==> src/rtl/multicycle_control.sv <==
// Main control FSM for the multicycle RV32 core (LW, SW, BEQ, R-type ADD/SUB/AND/OR).
// Sequences the shared ALU, register file and unified memory port; traps on illegal opcode or memory timeout.
module multicycle_control #(
   parameter int TIMEOUT_CYCLES = 255,
   parameter bit TIMEOUT_EN     = 1'b1
) (
   input  logic       clk,
   input  logic       rst_n,
   input  logic [6:0] opcode,
   input  logic       zero,
   input  logic       mem_ready,
   output logic       mem_req,
   output logic       mem_write,
   output logic       adr_src,
   output logic       ir_write,
   output logic       pc_write,
   output logic       reg_write,
   output logic [1:0] alu_src_a,
   output logic [1:0] alu_src_b,
   output logic [1:0] alu_op,
   output logic [1:0] result_src,
   output logic       instr_retired,
   output logic       trap,
   output logic [1:0] trap_cause
);

   localparam int CNT_W = $clog2(TIMEOUT_CYCLES + 1);

   localparam logic [6:0] OP_LW   = 7'b0000011;
   localparam logic [6:0] OP_SW   = 7'b0100011;
   localparam logic [6:0] OP_R    = 7'b0110011;
   localparam logic [6:0] OP_BEQ  = 7'b1100011;

   typedef enum logic [3:0] {
      S_FETCH, S_DECODE, S_MEM_ADR, S_MEM_READ, S_MEM_WB,
      S_MEM_WRITE, S_EXEC_R, S_ALU_WB, S_BRANCH, S_TRAP
   } state_t;

   state_t           state_q, state_d;
   logic [CNT_W-1:0] wait_q, wait_d;
   logic             trap_q, trap_d;
   logic [1:0]       cause_q, cause_d;
   logic             timeout_hit;

   // Only meaningful in states that hold mem_req high.
   assign timeout_hit = TIMEOUT_EN && !mem_ready && (wait_q == CNT_W'(TIMEOUT_CYCLES));

   always_ff @(posedge clk) begin
      if (!rst_n) begin
         state_q <= S_FETCH;
         wait_q  <= '0;
         trap_q  <= 1'b0;
         cause_q <= 2'b00;
      end else begin
         state_q <= state_d;
         wait_q  <= wait_d;
         trap_q  <= trap_d;
         cause_q <= cause_d;
      end
   end

   always_comb begin
      state_d       = state_q;
      trap_d        = trap_q;
      cause_d       = cause_q;
      mem_req       = 1'b0;
      mem_write     = 1'b0;
      adr_src       = 1'b0;
      ir_write      = 1'b0;
      pc_write      = 1'b0;
      reg_write     = 1'b0;
      alu_src_a     = 2'b00;
      alu_src_b     = 2'b00;
      alu_op        = 2'b00;
      result_src    = 2'b00;
      instr_retired = 1'b0;

      case (state_q)
         S_FETCH: begin
            mem_req    = 1'b1;
            alu_src_b  = 2'b10;
            result_src = 2'b10;
            if (timeout_hit) begin
               state_d = S_TRAP;
               trap_d  = 1'b1;
               cause_d = 2'b10;
            end else if (mem_ready) begin
               ir_write = 1'b1;
               pc_write = 1'b1;
               state_d  = S_DECODE;
            end
         end
         S_DECODE: begin
            // Branch target is computed here so BRANCH can load it from alu_out.
            alu_src_a = 2'b01;
            alu_src_b = 2'b01;
            case (opcode)
               OP_LW, OP_SW: state_d = S_MEM_ADR;
               OP_R:         state_d = S_EXEC_R;
               OP_BEQ:       state_d = S_BRANCH;
               default: begin
                  state_d = S_TRAP;
                  trap_d  = 1'b1;
                  cause_d = 2'b01;
               end
            endcase
         end
         S_MEM_ADR: begin
            alu_src_a = 2'b10;
            alu_src_b = 2'b01;
            state_d   = opcode[5] ? S_MEM_WRITE : S_MEM_READ;
         end
         S_MEM_READ: begin
            mem_req = 1'b1;
            adr_src = 1'b1;
            if (timeout_hit) begin
               state_d = S_TRAP;
               trap_d  = 1'b1;
               cause_d = 2'b10;
            end else if (mem_ready) begin
               state_d = S_MEM_WB;
            end
         end
         S_MEM_WB: begin
            result_src    = 2'b01;
            reg_write     = 1'b1;
            instr_retired = 1'b1;
            state_d       = S_FETCH;
         end
         S_MEM_WRITE: begin
            mem_req   = 1'b1;
            mem_write = 1'b1;
            adr_src   = 1'b1;
            if (timeout_hit) begin
               state_d = S_TRAP;
               trap_d  = 1'b1;
               cause_d = 2'b10;
            end else if (mem_ready) begin
               instr_retired = 1'b1;
               state_d       = S_FETCH;
            end
         end
         S_EXEC_R: begin
            alu_src_a = 2'b10;
            alu_op    = 2'b10;
            state_d   = S_ALU_WB;
         end
         S_ALU_WB: begin
            reg_write     = 1'b1;
            instr_retired = 1'b1;
            state_d       = S_FETCH;
         end
         S_BRANCH: begin
            alu_src_a     = 2'b10;
            alu_op        = 2'b01;
            pc_write      = zero;
            instr_retired = 1'b1;
            state_d       = S_FETCH;
         end
         default: state_d = S_TRAP;
      endcase

      // Reset aborts any access: strobes low, selects parked at their FETCH values.
      if (!rst_n) begin
         mem_req       = 1'b0;
         mem_write     = 1'b0;
         adr_src       = 1'b0;
         ir_write      = 1'b0;
         pc_write      = 1'b0;
         reg_write     = 1'b0;
         instr_retired = 1'b0;
         alu_src_a     = 2'b00;
         alu_src_b     = 2'b10;
         alu_op        = 2'b00;
         result_src    = 2'b10;
      end
   end

   // Counts consecutive unanswered request cycles; any other cycle clears it.
   always_comb begin
      wait_d = '0;
      if (mem_req && !mem_ready) begin
         wait_d = (wait_q == '1) ? wait_q : wait_q + CNT_W'(1);
      end
   end

   assign trap       = trap_q;
   assign trap_cause = cause_q;

endmodule

==> config.mk <==
export PLATFORM = sky130hd
export DESIGN_NAME = multicycle_control
export DESIGN_NICKNAME = d
export VERILOG_FILES = /design/src/rtl/multicycle_control.sv
export SDC_FILE = /design/constraint.sdc
export NUM_CORES = 1
export LEC_CHECK = 0
export ABC_AREA = 1
export ABC_CLOCK_PERIOD_IN_PS = 1600
export BUFFER_PORTS_ARGS = -buffer_cell sky130_fd_sc_hd__buf_2
export CAP_MARGIN = 5
export CELL_PAD_IN_SITES_DETAIL_PLACEMENT = 1
export CELL_PAD_IN_SITES_GLOBAL_PLACEMENT = 2
export CORE_MARGIN = 4
export CORE_UTILIZATION = 27
export CTS_CLUSTER_DIAMETER = 30
export CTS_CLUSTER_SIZE = 24
export DETAILED_ROUTE_END_ITERATION = 16
export PLACE_DENSITY_LB_ADDON = 0.1
export SLEW_MARGIN = 5
export SYNTH_ARGS = -nofsm -noshare
export SYNTH_HDL_FRONTEND = slang
export SYNTH_SLANG_ARGS = --single-unit
==> constraint.sdc <==
create_clock -name clk -period 1.6 [get_ports clk]
set_input_delay 0.32 -clock clk [delete_from_list [all_inputs] [get_ports clk]]
set_output_delay 0.32 -clock clk [all_outputs]
set_load 0.02 [all_outputs]
==> results of run 1 <==
cell families (layout without fill, tap and decap cells):
kind of cell	Yosys count	after routing	synth area share (%)
flip-flops	15	15	27.6
AO/OA/AOI/OAI	26	26	14.7
AND/OR/NAND/NOR	92	92	43.4
buffers and inverters	33	82	12.2
XOR/XNOR	1	1	0.807
adder cells (fa/ha/maj)	1	1	1.15
sequential cells by signal, indices dropped and copies added (netlist names):
| signal | cells |
|---|---|
| trap | 1 |
| state_q | 4 |
| wait_q | 8 |
| trap_cause | 2 |
cells in the mapped netlist:
| cell | count |
|---|---|
| xnor2_1 | 1 |
| nor2_4 | 3 |
| nor2_2 | 5 |
| nand3_2 | 2 |
| inv_2 | 2 |
| nand2_4 | 4 |
| nand2_1 | 38 |
| nand3_4 | 1 |
| buf_4 | 2 |
| nor4_1 | 1 |
| a21oi_2 | 4 |
| nor3_1 | 2 |
| nor2_1 | 17 |
| nand2_2 | 3 |
| clkinv_1 | 1 |
| dfxtp_1 | 15 |
| nand3_1 | 14 |
| clkbuf_1 | 1 |
| nand4_1 | 1 |
| or2_2 | 1 |
| inv_1 | 26 |
| a21oi_1 | 10 |
| clkinv_2 | 1 |
| o21ai_0 | 10 |
| a31oi_2 | 1 |
| o211ai_2 | 1 |
| ha_1 | 1 |
final timing paths:
kind,end,start,depth (start not counted)
worst max-delay path,pc_write,state_q[0],6
worst min-delay path,trap_cause[1],trap_cause[1],2
worst max register to register,state_q[2],wait_q[1],8
worst min register to register,trap_cause[1],trap_cause[1],2
final cells by class:
| type | instances | share of cell area [%] |
|---|---|---|
| sequential | 15 | 18.7 |
| timing repair buffer | 48 | 23.2 |
| multi-input combinational | 120 | 44.6 |
| inverter | 30 | 7.33 |
| tap | 48 | 3.55 |
| clock buffer | 4 | 2.66 |
power breakdown:
| group | internal [W] | leakage (nW) | total [W] | switching (W) |
|---|---|---|---|---|
| Clock | 0.000176 | 0.0228 | 0.000308 | 0.000131 |
| Combinational | 0.000371 | 0.672 | 0.000792 | 0.000420 |
| Sequential | 0.000415 | 0.125 | 0.000460 | 0.0000453 |
| Total | 0.000962 | 0.820 | 0.00156 | 0.000597 |
stage by stage:
step	setup slack, ns	hold slack [ns]	util (%)	cells	setup TNS (ns)
finish	-0.0828	0.452	44.8	265	-0.317
global route	-0.156	0.466	44.8	265	-1.34
CTS	-0.0870	0.452	39.5	256	-0.518
detailed placement	0.0200	0.443	34.8	246	0
global placement	0.0623	0.435	34.8	246	0
floorplan	-0.00336	0.473	-	168	-0.00336
worst max-delay path: stages, from the launching register on:
cell	delay (ns)
dfxtp_4	0.38
nor2_4	0.19
nand2_2	0.10
nor2_4	0.10
nand2_1	0.07
a21oi_2	0.11
buf_4	0.15
timing repair:
| action | 4_1_cts | 5_1_grt |
|---|---|---|
| setup buffers | 6 | 9 |
| endpoints found under the hold margin | 0 | 0 |
| gates cloned | 0 | 0 |
| setup endpoints to repair | 13 | 17 |
| gates resized for setup | 34 | 34 |
| pin swaps | 6 | 8 |
routing by layer:
layer  vias up  wire, µm  track usage [%]
li1        630         -                -
met1       576      1670             19.3
met2        24      1760             21.8
met3         2       148             3.65
met4         0        24             1.25
met5         -         0                0
==> run summary, run 1 <==
In this run the static leakage power is 0.820 nW. The initial antenna violation count is 0. The library cell used as clock root buffer was clkbuf_8.

Synthesis inferred 15 register bits. In the final layout, the multi-input gates occupy 754 µm². The floorplan die area is 0.00510 mm², and the per-instance average area after synthesis is 6.46 µm².

The sequential standard cell area is 315 µm², and the number of standard cells after synthesis is 168. When the netlist entered floorplanning its net count stood at 180. The run gives 4 as the detailed-router iteration count before antenna repair.

STA classifies the critical path startpoint as a flip-flop. In this run the register-to-register setup slack is -0.01 ns. Of the available clock period, the critical path in the final layout requires 105%. The number of global-route vias before repair came out at 1,206.

For the total congestion overflow after global routing, the log shows 0. VDD sags by at most 519 µV. The fill cell instance count of the final layout came out at 491. The final reports fail on negative setup slack.

The flow ran to the end, but the final reports show violations. Reported max-cap violation count: 0. The clock net in this run drives a total of 15 sinks. The maximum number of pins on one net before global-route repair is 9. The layout overhead on the synthesized area is 55.6%, and the overall power of the completed layout is 0.00156 W. TritonCTS built the clock tree. The clock latency reported for the late side of the worst-skew pair is 0.25 ns, and the top-level port count is 29. The tools report the level count of the clock H-tree as 1. The die is 71.4 µm tall.

The logs give -0.0828 ns for the worst-case setup margin in the final layout and 1.36 ns for the signal arrival time at the worst endpoint. The run gives 0 as the number of slew-limit violations in the final report. Leaving out fill and tap cells, the most frequent cell in the layout is nand2_1.

The synthesized netlist occupies a cell area of 0.00109 mm². By area the synthesized netlist is led by dfxtp_1 28%, nand2_1 13%, inv_1 9.0%, nand3_1 6.5%, nor2_1 5.9%. Counting distinct cell types in the post-synthesis netlist gives 27. The final layout contains 230 nets. Setup violations remaining at the end of the flow were counted as 10. The Yosys step of the flow raised 0 warnings. Dividing the detail-routed wire length by the instance count gives 13.6 µm.

The number of buffers created by CTS was 3. The critical path in this run is classified as reg2out. Hold repair after CTS inserted 0 buffers. Once detail routing completed, the nets flagged for antenna violations numbered 0.

Core area: 0.00377 mm². The cell type with the largest total area after synthesis was dfxtp_1. The post-route netlist has 47.0% of its cells at a drive strength greater than 1. The highest clock frequency the design can meet is 594 MHz, and the global-route total usage across every layer is 13.7%. In this run the cell area measured after placement is 0.00131 mm².

The number of DRC violations after detailed routing was 0. The worst hold path belongs to the class reg2reg. The final layout contains routed wiring with a total length of 3600 µm. The final period demand of the worst path is 1.68 ns, and the top fanout value on the critical path is 5. The logs give 73.1% for the headroom to the max-slew limit and 26 for the violation count after the first detailed-routing iteration. After routing the design area is 0.00169 mm². The die is 71.4 µm wide.

At the pin with the least slew margin, the transition time is 0.403 ns. The number of buffers added on ports came out at 28. The tools report the required time reported for the critical path endpoint as 1.28 ns. The library cells used most frequently in the layout, excluding fill and tap cells, are 34 x nand2_1, 21 x buf_4, 19 x inv_1. The sum of net half-perimeters after detailed placement is 2640 µm. Critical path capture point type: an output pin. Final antenna diode count: 0. Dividing total power by cell area gives a power density of 922 mW/mm². After clock tree synthesis, the clock-pin slew on the worst setup and hold paths is 0.06 ns. Setup repair after global routing could not meet its margin everywhere.

For the number of rows created at floorplan, the log shows 22. The clock passes through at most 2 buffers. The first-pass GRT wire length is 5800 µm, and the post-route clock skew is 0.00457 ns. The run gives 0 as the number of failing hold endpoints at the final stage. The area share of the largest cell type after synthesis is 27.6%. The via count was 1,232.

Sequential cells were found to cover 27.6% of the synthesized design area. The via density per instance is 4.65. Routability-driven placement finished with a final weighted congestion of 0.770. The effective utilization at floorplan is 28.8%.
Note: power is estimated with default switching activity, not from simulation.
==> inputs of run 2 (changes only) <==
Settings changed: CORE_ASPECT_RATIO set to 0.7.
==> run 2 against run 1 <==
Effect of this change:
- the flow still finishes with violations (negative setup slack)
- wire length decreased by 0.44%
- clock power about the same
- register-to-register slack improved by 0.13 ns
- first-iteration DRC count increased by 88%
- sequential cell count unchanged
- critical path depth unchanged
- die area increased by 0.33%
- fmax increased by 1.5%
- global-route usage increased by 0.86 points
- sequential share of layout area increased by 0.85 points
- total power decreased by 8.7%
- critical path type unchanged
- largest cell class unchanged
==> run summary, run 2 (synthesis gave the netlist of run 1 again) <==
For the maximum number of pins on one net before global-route repair, the log shows 9 (unchanged). The final instance area came out at 0.00160 mm² (-5.1%). The die extent in y is 61.1 µm (-14%). The number of rows created at floorplan is 18 (-18%). The logs give 4 (unchanged) for the detailed-router iteration count before antenna repair and 227 (-1.3%) for the layout net count.

The final period demand of the worst path came out at 1.66 ns (-0.0253 ns). The sink count of the clock tree is 15 (unchanged), and the worst hold path depth is 2 (unchanged). The run gives 0 (unchanged) as the final antenna diode count. The hold buffer count at CTS was 0 (unchanged); the worst-case setup slack after placement was 0.0205 ns (+0.000546 ns). The worst setup path is launched from a flip-flop.

The final period utilization came out at 104% (-1.6 points). The worst hold path begins at trap_cause[1]. The global-route total usage across every layer is 14.6% (+0.86 points).

The tools report the effective utilization at floorplan as 29.4% (+0.60 points). The final core utilization is 43.4% (-1.4 points), and the core area is 0.00369 mm² (-2.1%). The checks that failed: negative setup slack.

The total cell area at the placement stage came out at 0.00131 mm² (+0.19%). The actual slew at the worst max-slew pin came out at 0.293 ns (-0.109 ns). The library cell used most frequently in the layout, excluding fill and tap cells, is nand2_1.

The leakage power summed over all cells is 0.794 nW (-3.1%), and the number of buffers added on ports is 28 (unchanged). Level count of the clock H-tree: 1 (unchanged). The run gives 0 (unchanged) as the number of failing hold endpoints at the final stage.

The run gives -0.0575 ns (+0.0253 ns) as the worst-case setup margin in the final layout. The overall power of the completed layout is 0.00142 W (-8.7%), and the sum of net half-perimeters after detailed placement is 2660 µm (+0.97%). The flip-flop count of the largest register after layout is 8 (unchanged). The source of the worst register-to-register timing path is state_q[2]. The tools report the amount of wire on met2 after detailed routing as 1580 µm (-9.8%). The top fanout value on the critical path was 5 (unchanged).

The via density per instance is 4.58 (-1.5%), and the first-pass GRT wire length is 6000 µm (+3.5%). The worst register-to-register path ends at state_q[2]. The required time reported for the critical path endpoint was 1.28 ns (about the same); the number of cells on the worst reg-to-reg path was 8 (unchanged). The number of buffers created by CTS is 3 (unchanged), and the number of slew-limit violations in the final report is 0 (unchanged). The run gives 0.12 ns (+0.13 ns) as the setup slack of the worst register-to-register path. For the reported max-cap violation count, the log shows 0 (unchanged). The type of the setup path with the least slack was reg2out. The path type of the worst min-delay path is reg2reg. The worst voltage drop across the vdd grid is 549 µV (+5.8%), and the violation count after the first detailed-routing iteration is 49 (+88%). For the signal arrival time at the worst endpoint, the log shows 1.34 ns (-0.02 ns).

The most flop-heavy register was wait_q. The top-level port count is 29 (unchanged), and the horizontal extent of the die is 83.8 µm (+17%). Leaving out fill and tap cells, the most frequent cells in the layout are 32 x nand2_1, 23 x buf_4, 20 x inv_1.

For the via count, the log shows 1,209 (-1.9%). Setup repair after global routing could not meet its margin everywhere. Relative to the synthesized area, the layout overhead comes to 47.7%. The routed wire length on met3 was 135 µm (-8.8%). The logs give -0.280 ns (+0.0368 ns) for the total negative slack for setup checks and 9 (-1) for the final count of negative-setup-slack endpoints. TritonCTS built the clock tree. Capture endpoint of the worst hold path: trap_cause[1]. The flow ran to the end, but the final reports show violations. The clock transition at the registers of the reported paths came out at 0.06 ns (about the same). The clock latency reported for the late side of the worst-skew pair is 0.24 ns (about the same). Clock tree synthesis selected as its root buffer the cell clkbuf_8.

The number of global-route vias before repair is 1,246 (+3.3%), and the detail-routed net length per standard cell is 13.6 µm (about the same). The remaining number of nets flagged by the antenna check after routing was 0 (unchanged). The met1 wire length is 1840 µm (+9.7%), and the total power divided by cell area is 887 mW/mm² (-3.8%). The initial antenna violation count is 0 (unchanged). The post-route clock skew came out at 0.00188 ns (-0.00269 ns). The floorplan die area was 0.00512 mm² (+0.33%); the routed wire length was 3590 µm (-0.44%). The run gives 0.777 (+0.84%) as the final weighted congestion in routability-driven placement. Top routing layer in use: met4. The number of buffers on the longest clock path is 2 (unchanged), and the fraction of final layout cells sized beyond drive strength 1 is 46.3% (-0.74 points). For the headroom to the max-slew limit, the log shows 80.4% (+7.3 points). The highest clock frequency the design can meet was 603 MHz (+1.5%); the number of DRC violations after detailed routing was 0 (unchanged). The run gives 0 (unchanged) as the total congestion overflow after global routing. The critical path capture point type was an output pin.
==> run 2: cell types whose count changed in the layout (fill, tap and decap cells not counted), moves of 2 or more <==
cell | before | now
buf_4 | 21 | 23
buf_12 | 2 | 0
inv_4 | 4 | 1
buf_6 | 11 | 8
inv_2 | 5 | 7
nand2_1 | 34 | 32
nand2_2 | 5 | 7
==> run 2: how the worst max path moves through the flow <==
stage,start,end,slack (ns)
final,state_q[0],pc_write,-0.06
after CTS,state_q[2],pc_write,-0.06
after detailed placement,state_q[0],instr_retired,0.02
after floorplan,state_q[0],instr_retired,-0.003
after global routing,state_q[2],alu_src_b[0],-0.17
after global placement,state_q[0],instr_retired,0.03
==> run 2: report_power, final <==
part	total (W)	switching [W]	internal, W
clock network	0.000308	0.000131	0.000176
logic	0.000662	0.000385	0.000277
registers	0.000453	0.0000403	0.000413
total	0.00142	0.000557	0.000866
==> run 2: worst max-delay path, cell delays in order (launching register included) <==
cell and delay, ns:
dfxtp_4 0.38, nor2_4 0.13, nand2_2 0.09, nor2_4 0.15, nand2_2 0.07, a21oi_2 0.14, buf_6 0.13
==> run 2: metrics by stage <==
step	std cells	hold WS (ns)
6_report	264	0.442
3_3_place_gp	248	0.434
3_5_place_dp	248	0.436
2_1_floorplan	168	0.473
5_1_grt	264	0.464
4_1_cts	261	0.446
==> run 2: final cells by class <==
type	count	area, µm²
Timing Repair Buffer	45	333
Multi-Input combinational cell	120	734
Clock buffer	4	45.0
Inverter	30	116
Tap cell	50	62.6
Fill cell	501	2090
Sequential cell	15	313
==> run 2: per-layer routing <==
metal	GRT usage, %	vias up
li1	-	624
met1	20.9	559
met2	23.1	22
met3	3.61	4
met4	2.06	0
met5	0	-
==> run 2: timing repair <==
item,CTS,global route
setup endpoints to repair,11,16
setup buffers,9,3
pin swaps,7,10
resized for setup,33,24
